<file path="src/rtl/aes_pkg.sv">
// Shared AES constants, FSM encoding and GF(2^8) helpers used by the key
// expander and the decryption core.
package aes_pkg;

    localparam int NK     = 8;
    localparam int NR     = 14;
    localparam int NB     = 4;
    localparam int WORD_W = 32;
    localparam int RK_W   = 128;

    typedef enum logic [1:0] {
        IDLE   = 2'd0,
        EXPAND = 2'd1,
        DONE   = 2'd2
    } state_t;

    // Index 0 is never used; AES-256 only needs Rcon[1..7].
    localparam logic [7:0] RCON [0:7] = '{
        8'h00, 8'h01, 8'h02, 8'h04, 8'h08, 8'h10, 8'h20, 8'h40
    };

    function automatic logic [7:0] xtime(input logic [7:0] a);
        return {a[6:0], 1'b0} ^ (a[7] ? 8'h1b : 8'h00);
    endfunction

    // k selects which of a, 2a, 4a, 8a are summed (k=4'he -> 0x0e * a).
    function automatic logic [7:0] gf_mul_const(input logic [7:0] a, input logic [3:0] k);
        logic [7:0] x2, x4, x8;
        x2 = xtime(a);
        x4 = xtime(x2);
        x8 = xtime(x4);
        return (k[3] ? x8 : 8'h00) ^ (k[2] ? x4 : 8'h00) ^
               (k[1] ? x2 : 8'h00) ^ (k[0] ? a  : 8'h00);
    endfunction

    function automatic logic [31:0] inv_mix_column(input logic [31:0] c);
        logic [7:0] a0, a1, a2, a3;
        logic [7:0] b0, b1, b2, b3;
        a0 = c[31:24];
        a1 = c[23:16];
        a2 = c[15:8];
        a3 = c[7:0];
        b0 = gf_mul_const(a0, 4'he) ^ gf_mul_const(a1, 4'hb) ^ gf_mul_const(a2, 4'hd) ^ gf_mul_const(a3, 4'h9);
        b1 = gf_mul_const(a0, 4'h9) ^ gf_mul_const(a1, 4'he) ^ gf_mul_const(a2, 4'hb) ^ gf_mul_const(a3, 4'hd);
        b2 = gf_mul_const(a0, 4'hd) ^ gf_mul_const(a1, 4'h9) ^ gf_mul_const(a2, 4'he) ^ gf_mul_const(a3, 4'hb);
        b3 = gf_mul_const(a0, 4'hb) ^ gf_mul_const(a1, 4'hd) ^ gf_mul_const(a2, 4'h9) ^ gf_mul_const(a3, 4'he);
        return {b0, b1, b2, b3};
    endfunction

    function automatic logic [127:0] inv_mix_columns(input logic [127:0] s);
        return {inv_mix_column(s[127:96]), inv_mix_column(s[95:64]),
                inv_mix_column(s[63:32]),  inv_mix_column(s[31:0])};
    endfunction

endpackage

</file>
<file path="src/rtl/aes_sbox.sv">
// Combinational forward AES S-box, one byte.
module aes_sbox (
    input  logic [7:0] a,
    output logic [7:0] y
);

    localparam logic [7:0] SBOX [0:255] = '{
        8'h63, 8'h7c, 8'h77, 8'h7b, 8'hf2, 8'h6b, 8'h6f, 8'hc5, 8'h30, 8'h01, 8'h67, 8'h2b, 8'hfe, 8'hd7, 8'hab, 8'h76,
        8'hca, 8'h82, 8'hc9, 8'h7d, 8'hfa, 8'h59, 8'h47, 8'hf0, 8'had, 8'hd4, 8'ha2, 8'haf, 8'h9c, 8'ha4, 8'h72, 8'hc0,
        8'hb7, 8'hfd, 8'h93, 8'h26, 8'h36, 8'h3f, 8'hf7, 8'hcc, 8'h34, 8'ha5, 8'he5, 8'hf1, 8'h71, 8'hd8, 8'h31, 8'h15,
        8'h04, 8'hc7, 8'h23, 8'hc3, 8'h18, 8'h96, 8'h05, 8'h9a, 8'h07, 8'h12, 8'h80, 8'he2, 8'heb, 8'h27, 8'hb2, 8'h75,
        8'h09, 8'h83, 8'h2c, 8'h1a, 8'h1b, 8'h6e, 8'h5a, 8'ha0, 8'h52, 8'h3b, 8'hd6, 8'hb3, 8'h29, 8'he3, 8'h2f, 8'h84,
        8'h53, 8'hd1, 8'h00, 8'hed, 8'h20, 8'hfc, 8'hb1, 8'h5b, 8'h6a, 8'hcb, 8'hbe, 8'h39, 8'h4a, 8'h4c, 8'h58, 8'hcf,
        8'hd0, 8'hef, 8'haa, 8'hfb, 8'h43, 8'h4d, 8'h33, 8'h85, 8'h45, 8'hf9, 8'h02, 8'h7f, 8'h50, 8'h3c, 8'h9f, 8'ha8,
        8'h51, 8'ha3, 8'h40, 8'h8f, 8'h92, 8'h9d, 8'h38, 8'hf5, 8'hbc, 8'hb6, 8'hda, 8'h21, 8'h10, 8'hff, 8'hf3, 8'hd2,
        8'hcd, 8'h0c, 8'h13, 8'hec, 8'h5f, 8'h97, 8'h44, 8'h17, 8'hc4, 8'ha7, 8'h7e, 8'h3d, 8'h64, 8'h5d, 8'h19, 8'h73,
        8'h60, 8'h81, 8'h4f, 8'hdc, 8'h22, 8'h2a, 8'h90, 8'h88, 8'h46, 8'hee, 8'hb8, 8'h14, 8'hde, 8'h5e, 8'h0b, 8'hdb,
        8'he0, 8'h32, 8'h3a, 8'h0a, 8'h49, 8'h06, 8'h24, 8'h5c, 8'hc2, 8'hd3, 8'hac, 8'h62, 8'h91, 8'h95, 8'he4, 8'h79,
        8'he7, 8'hc8, 8'h37, 8'h6d, 8'h8d, 8'hd5, 8'h4e, 8'ha9, 8'h6c, 8'h56, 8'hf4, 8'hea, 8'h65, 8'h7a, 8'hae, 8'h08,
        8'hba, 8'h78, 8'h25, 8'h2e, 8'h1c, 8'ha6, 8'hb4, 8'hc6, 8'he8, 8'hdd, 8'h74, 8'h1f, 8'h4b, 8'hbd, 8'h8b, 8'h8a,
        8'h70, 8'h3e, 8'hb5, 8'h66, 8'h48, 8'h03, 8'hf6, 8'h0e, 8'h61, 8'h35, 8'h57, 8'hb9, 8'h86, 8'hc1, 8'h1d, 8'h9e,
        8'he1, 8'hf8, 8'h98, 8'h11, 8'h69, 8'hd9, 8'h8e, 8'h94, 8'h9b, 8'h1e, 8'h87, 8'he9, 8'hce, 8'h55, 8'h28, 8'hdf,
        8'h8c, 8'ha1, 8'h89, 8'h0d, 8'hbf, 8'he6, 8'h42, 8'h68, 8'h41, 8'h99, 8'h2d, 8'h0f, 8'hb0, 8'h54, 8'hbb, 8'h16
    };

    assign y = SBOX[a];

endmodule

</file>
<file path="src/rtl/aes256_key_expander.sv">
// Iterative AES-256 key schedule: one word per clock into a 15-entry round-key buffer.
// Define AES_EQ_INV_KEYS_EN to return InvMixColumns(rk) for indices 1..13.
//
//  state  | meaning
//  IDLE   | no valid keys, waiting for start
//  EXPAND | producing w8..w59, one word per edge
//  DONE   | all round keys valid, start restarts expansion
module aes256_key_expander
    import aes_pkg::*;
(
    input  logic         clk,
    input  logic         rst,
    input  logic         start,
    input  logic [0:255] key_in,
    output logic         busy,
    output logic         ready,
    input  logic [0:3]   rd_addr,
    output logic [0:127] rd_key
);

    state_t        state, state_nxt;
    logic [5:0]    word_idx;
    logic [31:0]   win [0:7];
    logic [127:0]  rk  [0:NR];
    logic          load, step, last;
    logic [31:0]   prev, sub_in, sub_out, temp, w_new;
    logic [3:0]    rk_sel;

    assign prev   = win[7];
    assign sub_in = (word_idx[2:0] == 3'd0) ? {prev[23:0], prev[31:24]} : prev;

    for (genvar g = 0; g < 4; g++) begin : g_subword
        aes_sbox u_sbox (
            .a (sub_in[8*g +: 8]),
            .y (sub_out[8*g +: 8])
        );
    end

    always_comb begin
        temp = prev;
        if (word_idx[2:0] == 3'd0)
            temp = sub_out ^ {RCON[word_idx[5:3]], 24'h0};
        else if (word_idx[2:0] == 3'd4)
            temp = sub_out;
    end

    assign w_new  = win[0] ^ temp;
    assign rk_sel = word_idx[5:2];

    always_comb begin
        state_nxt = state;
        load      = 1'b0;
        step      = 1'b0;
        last      = 1'b0;
        case (state)
            IDLE, DONE: begin
                if (start) begin
                    load      = 1'b1;
                    state_nxt = EXPAND;
                end
            end
            EXPAND: begin
                step = 1'b1;
                if (word_idx == 6'd59) begin
                    last      = 1'b1;
                    state_nxt = DONE;
                end
            end
            default: state_nxt = IDLE;
        endcase
    end

    always_ff @(posedge clk or negedge rst) begin
        if (!rst) begin
            state    <= IDLE;
            busy     <= 1'b0;
            ready    <= 1'b0;
            word_idx <= 6'd0;
        end else begin
            state <= state_nxt;
            if (load) begin
                busy     <= 1'b1;
                ready    <= 1'b0;
                word_idx <= 6'd8;
            end else if (step) begin
                word_idx <= (word_idx == 6'd60) ? 6'd60 : word_idx + 6'd1;
                if (last) begin
                    busy  <= 1'b0;
                    ready <= 1'b1;
                end
            end
        end
    end

    // Key storage needs no reset: ready=0 already marks it invalid.
    always_ff @(posedge clk) begin
        if (load) begin
            for (int k = 0; k < NK; k++)
                win[k] <= key_in[32*k +: 32];
            rk[0] <= key_in[0:127];
            rk[1] <= key_in[128:255];
        end else if (step) begin
            for (int k = 0; k < NK - 1; k++)
                win[k] <= win[k+1];
            win[7] <= w_new;
            case (word_idx[1:0])
                2'd0: rk[rk_sel][127:96] <= w_new;
                2'd1: rk[rk_sel][95:64]  <= w_new;
                2'd2: rk[rk_sel][63:32]  <= w_new;
                default: rk[rk_sel][31:0] <= w_new;
            endcase
        end
    end

    always_ff @(posedge clk or negedge rst) begin
        if (!rst)
            rd_key <= '0;
        else if (rd_addr == 4'd15)
            rd_key <= '0;
`ifdef AES_EQ_INV_KEYS_EN
        else if (rd_addr != 4'd0 && rd_addr != 4'd14)
            rd_key <= inv_mix_columns(rk[rd_addr]);
`endif
        else
            rd_key <= rk[rd_addr];
    end

endmodule
</file>
<file path="config.mk">
export PLATFORM = sky130hd
export DESIGN_NAME = aes256_key_expander
export DESIGN_NICKNAME = d
export VERILOG_FILES = /design/src/rtl/aes_pkg.sv /design/src/rtl/aes_sbox.sv /design/src/rtl/aes256_key_expander.sv
export SDC_FILE = /design/constraint.sdc
export NUM_CORES = 2
export LEC_CHECK = 0
export CAP_MARGIN = 20
export CORE_ASPECT_RATIO = 1.4
export CORE_MARGIN = 2
export CORE_UTILIZATION = 40
export DETAILED_ROUTE_END_ITERATION = 10
export PLACE_DENSITY_LB_ADDON = 0.08
export SYNTH_ARGS = -nofsm -noshare
export SYNTH_HDL_FRONTEND = slang
export SYNTH_SLANG_ARGS = --single-unit
</file>
<file path="constraint.sdc">
create_clock -name clk -period 12.8 [get_ports clk]
set_input_delay 2.56 -clock clk [delete_from_list [all_inputs] [get_ports clk]]
set_output_delay 2.56 -clock clk [all_outputs]
set_load 0.05 [all_outputs]
</file>
==> impl_results.md <==
* CTS tree: done
* Type of origin of the critical path: flop
* R2R setup slack at 4.57 ns
* Routed vias/inst at 6.460
* Mapped cell area at 111100 sq um
* Relative slew slack at 9.267%
* Worst Path Arrival at 8.60 ns
* CTS Sinks at 2442
* Worst setup margin at 4.575 ns
* Die area at 282000 sq um
* Clk_lat worst skew at 0.91 ns
* Vias in the first global route at 71700
* Reg-to-Reg Start: word_idx[0]
* FF+latch count, synth at 2442
* Crit path to: rk[8][8]
* Routability congestion estimate from global placement at 0.9963
* Remaining DRCs at 0
* Critical path launch point: word_idx[0]
* Fin. max-slew vios at 0
* Max_cap viols at 0
* Yosys top cell area share at 62.28%
* Final Setup Violations at 0
* Clk_skew at 0.08409 ns
* R2R depth at 19
* Post-CTS setup buffers at 0
* Critical Path End Type: flop
* Global Route Usage Sum at 33.29%
* Fin nets at 7789
* Tcrit/Tclk final at 64.26%
* Clk slew on worst S/H paths at 0.07 ns
* Initial Util at 40.27%
* Buf+Inv Stages, Crit Path at 7
* PostCTS Resize Cnt at 0
* Ports at 393
* Most frequent cells after synthesis: edfxtp_1 (2304), nand2_1 (1018), mux4_2 (643)
* Vias at 73610
* Initial DRC count at 10400
* Initial antenna violation count at 59
* Post-synth top area cell: edfxtp_1
* Number of flops mapped to enable cells by yosys at 2304
* DP HPWL at 316600 um
* Initial DRT Pass Iterations at 6
* Post-synthesis area per instance at 15.57 sq um
* Peak Freq at 121.6 MHz
* Core area at 275900 sq um
* CTS Buf Count at 229
* Setup Crit Path Kind: flop to flop
* Largest net degree at the start of global routing at 172
* Post-synth net total at 7434
* Die height at 627.5 um
* Total gr overflow at 0
* Most used cell, CP: buf_4
* FP Rows at 228
* WL/cell at 42.09 um
* Setup TNS at 0 ns
* Worst-Margin Slew at 1.353 ns
* Delay-heaviest family, CP: buffers and inverters
* Post-synthesis sequential area ratio at 65.39%
* H-Tree Depth at 4
* Root Buffer: clkbuf_16
* Tmin final at 8.225 ns
* Antenna viol nets, final at 0
* Layout cells sized above 1 at 22.11%
* IO Port Bufs at 392
* Worst min path class: flop to flop
* RR Endpoint: rk[8][8]
* Clock buffer depth at 4
* Main area contributors after synthesis: edfxtp_1 (62%), mux4_2 (13%), nand2_1 (3.4%)
* Async set-reset flop share out of synthesis at 5.651%
* P&R area growth vs syn at 15.15%
* WP data required at 13.18 ns
* CP Cell Sequence: inv_1, ha_4, buf_4, nand2b_4, buf_4, mux2_2, inv_1, ha_1, buf_4, a211oi_1, a21oi_1, o211a_1, nor3_1, o211ai_1, o311ai_1, buf_4, mux2i_1, xor2_2, inv_2
* Most common cell in the netlist: edfxtp_1
* CP max FO at 56
* First-pass GRT wire length at 639400 um
* Cell depth of the worst setup path at 19
* Final core occ at 46.37%
* Slowest stage delay, CP at 1.07 ns
* Inst Count DP at 10930
* Fin. Hold Viols at 0
* Final non-filler cell total at 11390
* Yosys warns at 0
* Chip width at 449.4 um
* Mapped Cells at 7135
* Setup Slack @ Placement at 4.916 ns
* Hold buffer count at cts at 0
* Cell variety after synth at 117
* RSZ-0062 raised after global routing: false
* Status: complete, no violations
* Slowest CP cell: a211oi_1
* Top_reg_cell synth: edfxtp_1
* Post-Route WL at 479500 um
-- routing by layer --
layer	up-vias	global-route usage (%)	share of wire (%)
li1	29080	-	-
met5	-	0	0.029
met3	1039	6.173	8.7
met4	20	18.66	6.7
met2	4525	54.52	48
met1	38950	41.73	37
-- final cells by class --
cell class / count / area, sq um
clock inverter: 119 / 1220
timing repair buffer: 687 / 6309
clock buffer: 301 / 6212
fill: 24150 / 147900
sequential: 2442 / 72640
tap: 3680 / 4604
multi-input combinational: 4072 / 36630
inverter: 58 / 225.2
antenna: 35 / 87.58
-- stage by stage --
stage / area, sq um / hold WS [ns]
after CTS: 127800 / 0.4933
final: 127900 / 0.4943
after detailed placement: 120300 / 0.4783
after floorplan: 111100 / 0.4836
after global placement: 120200 / 0.4688
after global routing: 127800 / 0.5254
-- worst min-delay path by stage --
| stage | startpoint | to | slack (ns) | depth (start not counted) |
|---|---|---|---|---|
| 2_1_floorplan | win[0][32] | win[0][0] | 0.48 | 2 |
| 3_3_place_gp | ready | ready | 0.47 | 1 |
| 3_5_place_dp | ready | ready | 0.48 | 1 |
| 4_1_cts | ready | ready | 0.49 | 1 |
| 5_1_grt | ready | ready | 0.53 | 1 |
| 6_report | ready | ready | 0.49 | 1 |
-- placed cells by master, fill, tap and decap left out, types with 22 or more instances in the layout --
cell type,count
xor2_1,22
nor2_1,174
o211ai_1,83
mux2i_2,23
nand2_1,1010
xnor2_1,26
o31ai_1,34
a31oi_1,56
nor3_1,59
a221oi_1,47
a311oi_1,30
mux2i_1,62
a211oi_1,102
mux4_2,643
o22ai_1,46
nor2b_1,164
bufinv_16,22
clkdlybuf4s50_1,387
inv_1,38
nand4_1,24
nand3_1,76
mux2_2,194
o2111ai_1,22
clkbuf_16,230
o21ai_0,217
dfrtp_1,138
o221ai_1,43
nor2_4,57
a21oi_1,245
buf_4,280
edfxtp_1,2304
a2111oi_0,22
clkinv_1,33
clkbuf_1,52
o21ai_1,84
clkinv_2,46
diode_2,35
ha_1,35
-- cells by family (layout without fill, tap and decap cells) --
logic type	after synthesis	after routing	share of synthesized area, %
flip-flops	2442	2442	65.39
AND/OR/NAND/NOR	1712	1712	6.793
AO/OA/AOI/OAI	1295	1295	7.997
multiplexers	952	952	16.16
buffers and inverters	621	1165	2.482
XOR/XNOR	77	77	0.7727
adder cells (fa/ha/maj)	36	36	0.4055
other	0	35	0
-- flip-flops by register name, indices dropped and copies added (netlist names) --
name / flops
win: 256
busy: 1
rd_key: 128
state: 2
word_idx: 6
ready: 1
rk: 2048
Power is left out: the tool's default activity adds up to more than one toggle a clock period on the data nets, which glitch-free logic cannot reach.
